==> src/rtl/apple2_disk_pkg.sv <==
`default_nettype none
// ============================================================================
//  Module      : apple2_disk_pkg
//  Description : Shared types and defaults for the NIB track loader: the
//                sequencer state encoding, geometry defaults and the
//                track-to-LBA helper.
//  Revision    : 1.0 - initial release
// ============================================================================
package apple2_disk_pkg;

  // Sequencer states: write-back phase (WB_*) then read phase (RD_*)
  typedef enum logic [2:0] {
    ST_IDLE   = 3'd0,
    ST_WB_REQ = 3'd1,
    ST_WB_ACK = 3'd2,
    ST_RD_REQ = 3'd3,
    ST_RD_ACK = 3'd4
  } trk_state_t;

  // 512-byte SD sectors per NIB track, and number of valid tracks
  localparam int DEF_SECS_PER_TRACK = 13;
  localparam int DEF_NUM_TRACKS     = 35;

  // First SD sector of a track inside the image
  function automatic logic [31:0] track_base_lba(input logic [5:0] trk, input int spt);
    return 32'(trk) * 32'(spt);
  endfunction

endpackage
`default_nettype wire

==> src/rtl/sd_sector_hs.sv <==
`default_nettype none
// ============================================================================
//  Module      : sd_sector_hs
//  Description : One-sector request/acknowledge handshake toward the HPS.
//                While armed it raises the request, drops it on the rising
//                edge of ack, and flags the falling edge of ack as sector
//                completion.
//  Revision    : 1.0 - initial release
// ============================================================================
module sd_sector_hs (
  input  logic clk_sys,
  input  logic reset,
  input  logic i_arm,     // sequencer sits in a REQ state
  input  logic i_ack,     // HPS transfer acknowledge
  output logic o_req,     // request toward the HPS
  output logic o_accept,  // ack rose while the request was out
  output logic o_done     // ack fell: sector transfer finished
);

  logic r_req;
  logic r_ack_d;

  // Only an ack edge seen while our request is visible counts, so the request
  // is always high for at least one cycle before it can be withdrawn.
  assign o_accept = r_req && i_ack && !r_ack_d;
  assign o_done   = r_ack_d && !i_ack;
  assign o_req    = r_req;

  // Request register and ack edge history
  always_ff @(posedge clk_sys) begin
    if (reset) begin
      r_req   <= 1'b0;
      r_ack_d <= 1'b0;
    end else begin
      r_ack_d <= i_ack;
      if (!i_arm) begin
        r_req <= 1'b0;
      end else if (o_accept) begin
        r_req <= 1'b0;
      end else begin
        r_req <= 1'b1;
      end
    end
  end

endmodule
`default_nettype wire

==> src/rtl/nib_track_ctrl.sv <==
`default_nettype none
// ============================================================================
//  Module      : nib_track_ctrl
//  Description : Keeps the NIB track RAM in step with the drive head. On a
//                track change (or a fresh mount) it writes the current track
//                back to SD if it was modified, then reads the new track,
//                stalling the CPU for the whole sequence.
//  Revision    : 1.0 - initial release
// ============================================================================
module nib_track_ctrl
  import apple2_disk_pkg::*;
#(
  parameter int SECS_PER_TRACK = DEF_SECS_PER_TRACK,
  parameter int NUM_TRACKS     = DEF_NUM_TRACKS
) (
  input  logic        clk_sys,
  input  logic        reset,
  input  logic [5:0]  track,
  input  logic        track_wr,
  input  logic        img_mounted,
  input  logic        img_readonly,
  input  logic [63:0] img_size,
  output logic [31:0] sd_lba,
  output logic        sd_rd,
  output logic        sd_wr,
  input  logic        sd_ack,
  output logic [3:0]  track_sec,
  output logic        cpu_wait,
  output logic        busy
);

  localparam logic [3:0] c_LAST_SEC = 4'(SECS_PER_TRACK - 1);
  localparam logic [5:0] c_MAX_TRK  = 6'(NUM_TRACKS - 1);
  localparam logic [5:0] c_NO_TRACK = 6'h3F;

  trk_state_t  r_state;
  logic [5:0]  r_cur_track;
  logic [5:0]  r_tgt_track;
  logic        r_dirty;
  logic        r_mount_pend;
  logic [3:0]  r_track_sec;
  logic [31:0] r_sd_lba;
  logic        r_cpu_wait;

  logic [5:0]  w_trk_clamp;
  logic        w_img_present;
  logic        w_cur_valid;
  logic        w_mark_dirty;
  logic        w_dirty_eff;
  logic        w_go;
  logic        w_arm;
  logic        w_last;
  logic        w_req;
  logic        w_accept;
  logic        w_done;

  assign w_trk_clamp   = (int'(track) >= NUM_TRACKS) ? c_MAX_TRK : track;
  assign w_img_present = (img_size != 64'd0);
  // No write-back makes sense before a real track has been loaded
  assign w_cur_valid   = (int'(r_cur_track) < NUM_TRACKS);
  assign w_mark_dirty  = track_wr && !img_readonly && w_img_present && w_cur_valid;
  // A write landing in the same cycle as a step must still be written back
  assign w_dirty_eff   = r_dirty || w_mark_dirty;
  assign w_go          = w_img_present && (r_mount_pend || (w_trk_clamp != r_cur_track));
  assign w_arm         = (r_state == ST_WB_REQ) || (r_state == ST_RD_REQ);
  assign w_last        = (r_track_sec == c_LAST_SEC);

  sd_sector_hs u_hs (
    .clk_sys  (clk_sys),
    .reset    (reset),
    .i_arm    (w_arm),
    .i_ack    (sd_ack),
    .o_req    (w_req),
    .o_accept (w_accept),
    .o_done   (w_done)
  );

  assign sd_rd     = w_req && (r_state == ST_RD_REQ);
  assign sd_wr     = w_req && (r_state == ST_WB_REQ);
  assign sd_lba    = r_sd_lba;
  assign track_sec = r_track_sec;
  assign cpu_wait  = r_cpu_wait;
  assign busy      = (r_state != ST_IDLE);

  // Track sequencer: write-back phase, read phase, mount abort handling
  always_ff @(posedge clk_sys) begin
    if (reset) begin
      r_state      <= ST_IDLE;
      r_cur_track  <= c_NO_TRACK;
      r_tgt_track  <= 6'd0;
      r_dirty      <= 1'b0;
      r_mount_pend <= 1'b0;
      r_track_sec  <= 4'd0;
      r_sd_lba     <= 32'd0;
      r_cpu_wait   <= 1'b0;
    end else begin
      case (r_state)
        ST_IDLE: begin
          r_dirty <= w_dirty_eff;
          if (w_go) begin
            r_tgt_track  <= w_trk_clamp;
            r_track_sec  <= 4'd0;
            r_cpu_wait   <= 1'b1;
            r_mount_pend <= 1'b0;
            if (w_dirty_eff) begin
              r_state  <= ST_WB_REQ;
              r_sd_lba <= track_base_lba(r_cur_track, SECS_PER_TRACK);
            end else begin
              r_state  <= ST_RD_REQ;
              r_sd_lba <= track_base_lba(w_trk_clamp, SECS_PER_TRACK);
            end
          end
        end

        ST_WB_REQ: begin
          if (w_accept) r_state <= ST_WB_ACK;
        end

        ST_WB_ACK: begin
          if (w_done) begin
            if (r_mount_pend) begin
              // New image: the old track contents are stale, stop here
              r_state     <= ST_IDLE;
              r_track_sec <= 4'd0;
              r_cpu_wait  <= 1'b0;
            end else if (w_last) begin
              r_dirty     <= 1'b0;
              r_track_sec <= 4'd0;
              r_sd_lba    <= track_base_lba(r_tgt_track, SECS_PER_TRACK);
              r_state     <= ST_RD_REQ;
            end else begin
              r_track_sec <= r_track_sec + 4'd1;
              r_sd_lba    <= r_sd_lba + 32'd1;
              r_state     <= ST_WB_REQ;
            end
          end
        end

        ST_RD_REQ: begin
          if (w_accept) r_state <= ST_RD_ACK;
        end

        ST_RD_ACK: begin
          if (w_done) begin
            if (r_mount_pend) begin
              r_state     <= ST_IDLE;
              r_track_sec <= 4'd0;
              r_cpu_wait  <= 1'b0;
            end else if (w_last) begin
              r_cur_track <= r_tgt_track;
              r_track_sec <= 4'd0;
              r_cpu_wait  <= 1'b0;
              r_state     <= ST_IDLE;
            end else begin
              r_track_sec <= r_track_sec + 4'd1;
              r_sd_lba    <= r_sd_lba + 32'd1;
              r_state     <= ST_RD_REQ;
            end
          end
        end

        default: begin
          r_state    <= ST_IDLE;
          r_cpu_wait <= 1'b0;
        end
      endcase

      // A mount anywhere discards pending modifications and forces a reload
      if (img_mounted) begin
        r_mount_pend <= 1'b1;
        r_dirty      <= 1'b0;
      end
    end
  end

endmodule
`default_nettype wire

==> config.mk <==
export PLATFORM = sky130hd
export DESIGN_NAME = nib_track_ctrl
export DESIGN_NICKNAME = d
export VERILOG_FILES = /design/src/rtl/apple2_disk_pkg.sv /design/src/rtl/sd_sector_hs.sv /design/src/rtl/nib_track_ctrl.sv
export SDC_FILE = /design/constraint.sdc
export NUM_CORES = 1
export LEC_CHECK = 0
export CAP_MARGIN = 30
export CORE_ASPECT_RATIO = 1.1
export CORE_MARGIN = 3
export CORE_UTILIZATION = 41
export DETAILED_ROUTE_END_ITERATION = 16
export GPL_TIMING_DRIVEN = 0
export PLACE_DENSITY = 0.69
export SLEW_MARGIN = 25
export SYNTH_ARGS = -nofsm -noshare
export SYNTH_HDL_FRONTEND = slang
export SYNTH_SLANG_ARGS = --single-unit
==> constraint.sdc <==
create_clock -name clk_sys -period 4.9 [get_ports clk_sys]
set_input_delay 0.735 -clock clk_sys [delete_from_list [all_inputs] [get_ports clk_sys]]
set_output_delay 0.735 -clock clk_sys [all_outputs]
set_load 0.01 [all_outputs]
==> metrics.cfg <==
[outcome]
status=finished clean

[clock_tree]
cts_buffers=5
cts_root_buffer=clkbuf_16
cts.sinks=56
hold_buffers=0
insertion_delay_ns=0.30
path_clk_slew_ns=0.07
cts_tree=done
cts_max_level=2
clock_path_buffers=2

[logic_synthesis]
ys_async_sr_fraction=0
synthTopCellsByCount=dfxtp_1, inv_1, nand2_1, ha_1, nor2_1
synth_edf_count=0
synth_nets=778
yosysWarnings=0
synthMuxAreaShare=0.0198
netlist_instances=641
synth-seq-area-share=0.222
synth_cell_type_count=68
synth_top_family_by_area=compound AO/OA/AOI/OAI gates
syn_area_um2=5050
yosys_register_bits=56
synth_simple_gate_area_frac=0.240
synth_xor_area_frac=0.0225
yosysTopAreaCell=dfxtp_1
synth_compound_area_frac=0.261
synth_area_leaders=dfxtp_1, ha_1, inv_1, nand2_1, fa_1
synth_top_cell_area_share=0.222
synth_top_flop_cell=dfxtp_1
synthAdderAreaFrac=0.164
syn_area_per_cell_um2=7.88

[hold_path]
hp-class=reg2reg

[die]
die_area_um2=13700
die_w_um=112
rows=41
start_util=0.430
core_um2=11700
fp.dieH_um=122
pin_count=116

[setup_path]
criticalPathCategory=in2reg
crit_required_ns=5.04
crit_arrival_ns=4.71
r2r_setup_slack_ns=0.97
start_kind=input pin
endpoint_kind=flip-flop
critPathMaxFanout=4

[sta]
setup_ws_ns=0.328
relSlewSlack=0.382
skew_ns=0.00953
period_share=0.933
timing.fmax_mhz=219
finalWorstPathRequiredPeriod_ns=4.57
drv_slew=0
worst_pin_slew_ns=0.919
rsz0062_at_grt=no
hold_viol=0
finalSetupViolCount=0

[global_routing]
grt_pass1_wl_mm=25.1
track_usage=0.225
antenna_found_initial=0
grt_pass1_vias=5288
grt_max_degree=18
global_route.overflow_total=0

[place]
dp_slack_ns=-0.107
dp_hpwl_mm=12.9
placed_cells=905
gp_congestion=0.889
io_buffers=114

[route]
drtIter0Drc=431
wirelength_mm=16.0
wl_per_cell_um=17.5
drt-vias-per-instance=6.06
drt_first_pass_iters=5
drc_errors=0
dr_total_vias=5537
ant_nets=0

[cells_and_area]
final_cells=914
area_growth_pct=29.7
nNetsFinal=900
drive_gt1_frac=0.0524
fillerInstances=1107
seq_area_um2=1120
multi_input_area_um2=3570
antenna_cells=0

[run]
max_cap_violations=0

[power]
finalPower_uw=2120
p_leak_uw=0.00255
ir_drop_uv=205
power_density_nw_per_um2=323

-- routing by layer --
metal,wire [um],track usage,vias to the layer above
met1,6490,0.266,2568
met3,1200,0.0306,37
met2,7820,0.415,267
met5,0,0,-
met4,459,0.0806,0
li1,-,-,2665
-- kinds of logic after synthesis --
logic type,count (synthesis)
adder cells (fa/ha/maj),61
buffers and inverters,90
AO/OA/AOI/OAI,184
flip-flops,56
multiplexers,10
XOR/XNOR,13
AND/OR/NAND/NOR,227
-- metrics by stage --
step / cell area [um2] / setup TNS, ns / util / hold slack [ns]
after floorplan: 5050 / 0 / - / 0.481
after global placement: 6380 / -0.221 / 0.543 / 0.450
after detailed placement: 6380 / -0.107 / 0.543 / 0.485
after CTS: 6550 / 0 / 0.557 / 0.500
after global routing: 6550 / 0 / 0.558 / 0.526
final: 6550 / 0 / 0.558 / 0.493
-- power breakdown --
part / leakage [uW] / switching (uW) / internal (uW) / total, uW
sequential: 0.000456 / 81.3 / 517 / 599
clock: 0.0000815 / 172 / 244 / 416
combinational: 0.00201 / 659 / 446 / 1100
total: 0.00255 / 912 / 1210 / 2120
-- final timing paths --
kind             startpoint  depth (start not counted)    endpoint
max                track[4]                         13   sd_lba[9]
min              sd_lba[30]                          2  sd_lba[30]
min reg2reg      sd_lba[30]                          2  sd_lba[30]
max reg2reg  r_cur_track[1]                         11   sd_lba[9]
-- sequential cells by signal, summed over array words and instances (netlist names) --
signal / count
cpu_wait: 1
r_cur_track: 6
r_dirty: 1
r_mount_pend: 1
r_state: 3
r_tgt_track: 6
sd_lba: 32
track_sec: 4
u_hs.o_req: 1
u_hs.r_ack_d: 1
-- worst max-delay path, stage by stage --
cell and delay [ns]:
clkdlybuf4s50_1 0.47, or4_1 0.59, a21boi_1 0.39, ha_1 0.32, ha_1 0.28, ha_1 0.22
fa_1 0.40, and3_1 0.21, o21ai_0 0.30, nand2b_1 0.09, a211o_1 0.31, o221ai_1 0.25
a311oi_1 0.14
-- repair_timing --
| item | CTS | global route |
|---|---|---|
| gates resized for setup | 0 | 1 |
| setup endpoints to repair | 0 | 1 |
| setup buffers | 0 | 0 |
-- cell type report --
class / count / share of cell area
Multi-Input combinational cell: 495 / 0.545
Timing Repair Buffer: 115 / 0.175
Sequential cell: 56 / 0.171
Inverter: 56 / 0.0321
Tap cell: 150 / 0.0286
Buffer: 34 / 0.0227
Clock buffer: 6 / 0.0197
Clock inverter: 2 / 0.00592
-- cell usage in the layout (no fill, tap or decap), types with 9 or more instances in the layout --
| cell | instances |
|---|---|
| o311ai_0 | 11 |
| nand3_1 | 25 |
| nor3_1 | 16 |
| nand2b_1 | 10 |
| nand2_1 | 54 |
| o31ai_1 | 16 |
| a211oi_1 | 10 |
| clkdlybuf4s50_1 | 114 |
| nor2_1 | 42 |
| o21ai_0 | 14 |
| a31oi_1 | 9 |
| a21oi_1 | 33 |
| o211ai_1 | 11 |
| ha_1 | 52 |
| buf_2 | 9 |
| o21ai_1 | 12 |
| nor4_1 | 20 |
| inv_1 | 56 |
| mux2i_1 | 10 |
| nand4_1 | 10 |
| dfxtp_1 | 56 |
| clkbuf_1 | 22 |
| and3_1 | 11 |
| fa_1 | 9 |
No activity file was read; power rests on OpenSTA's default activity.
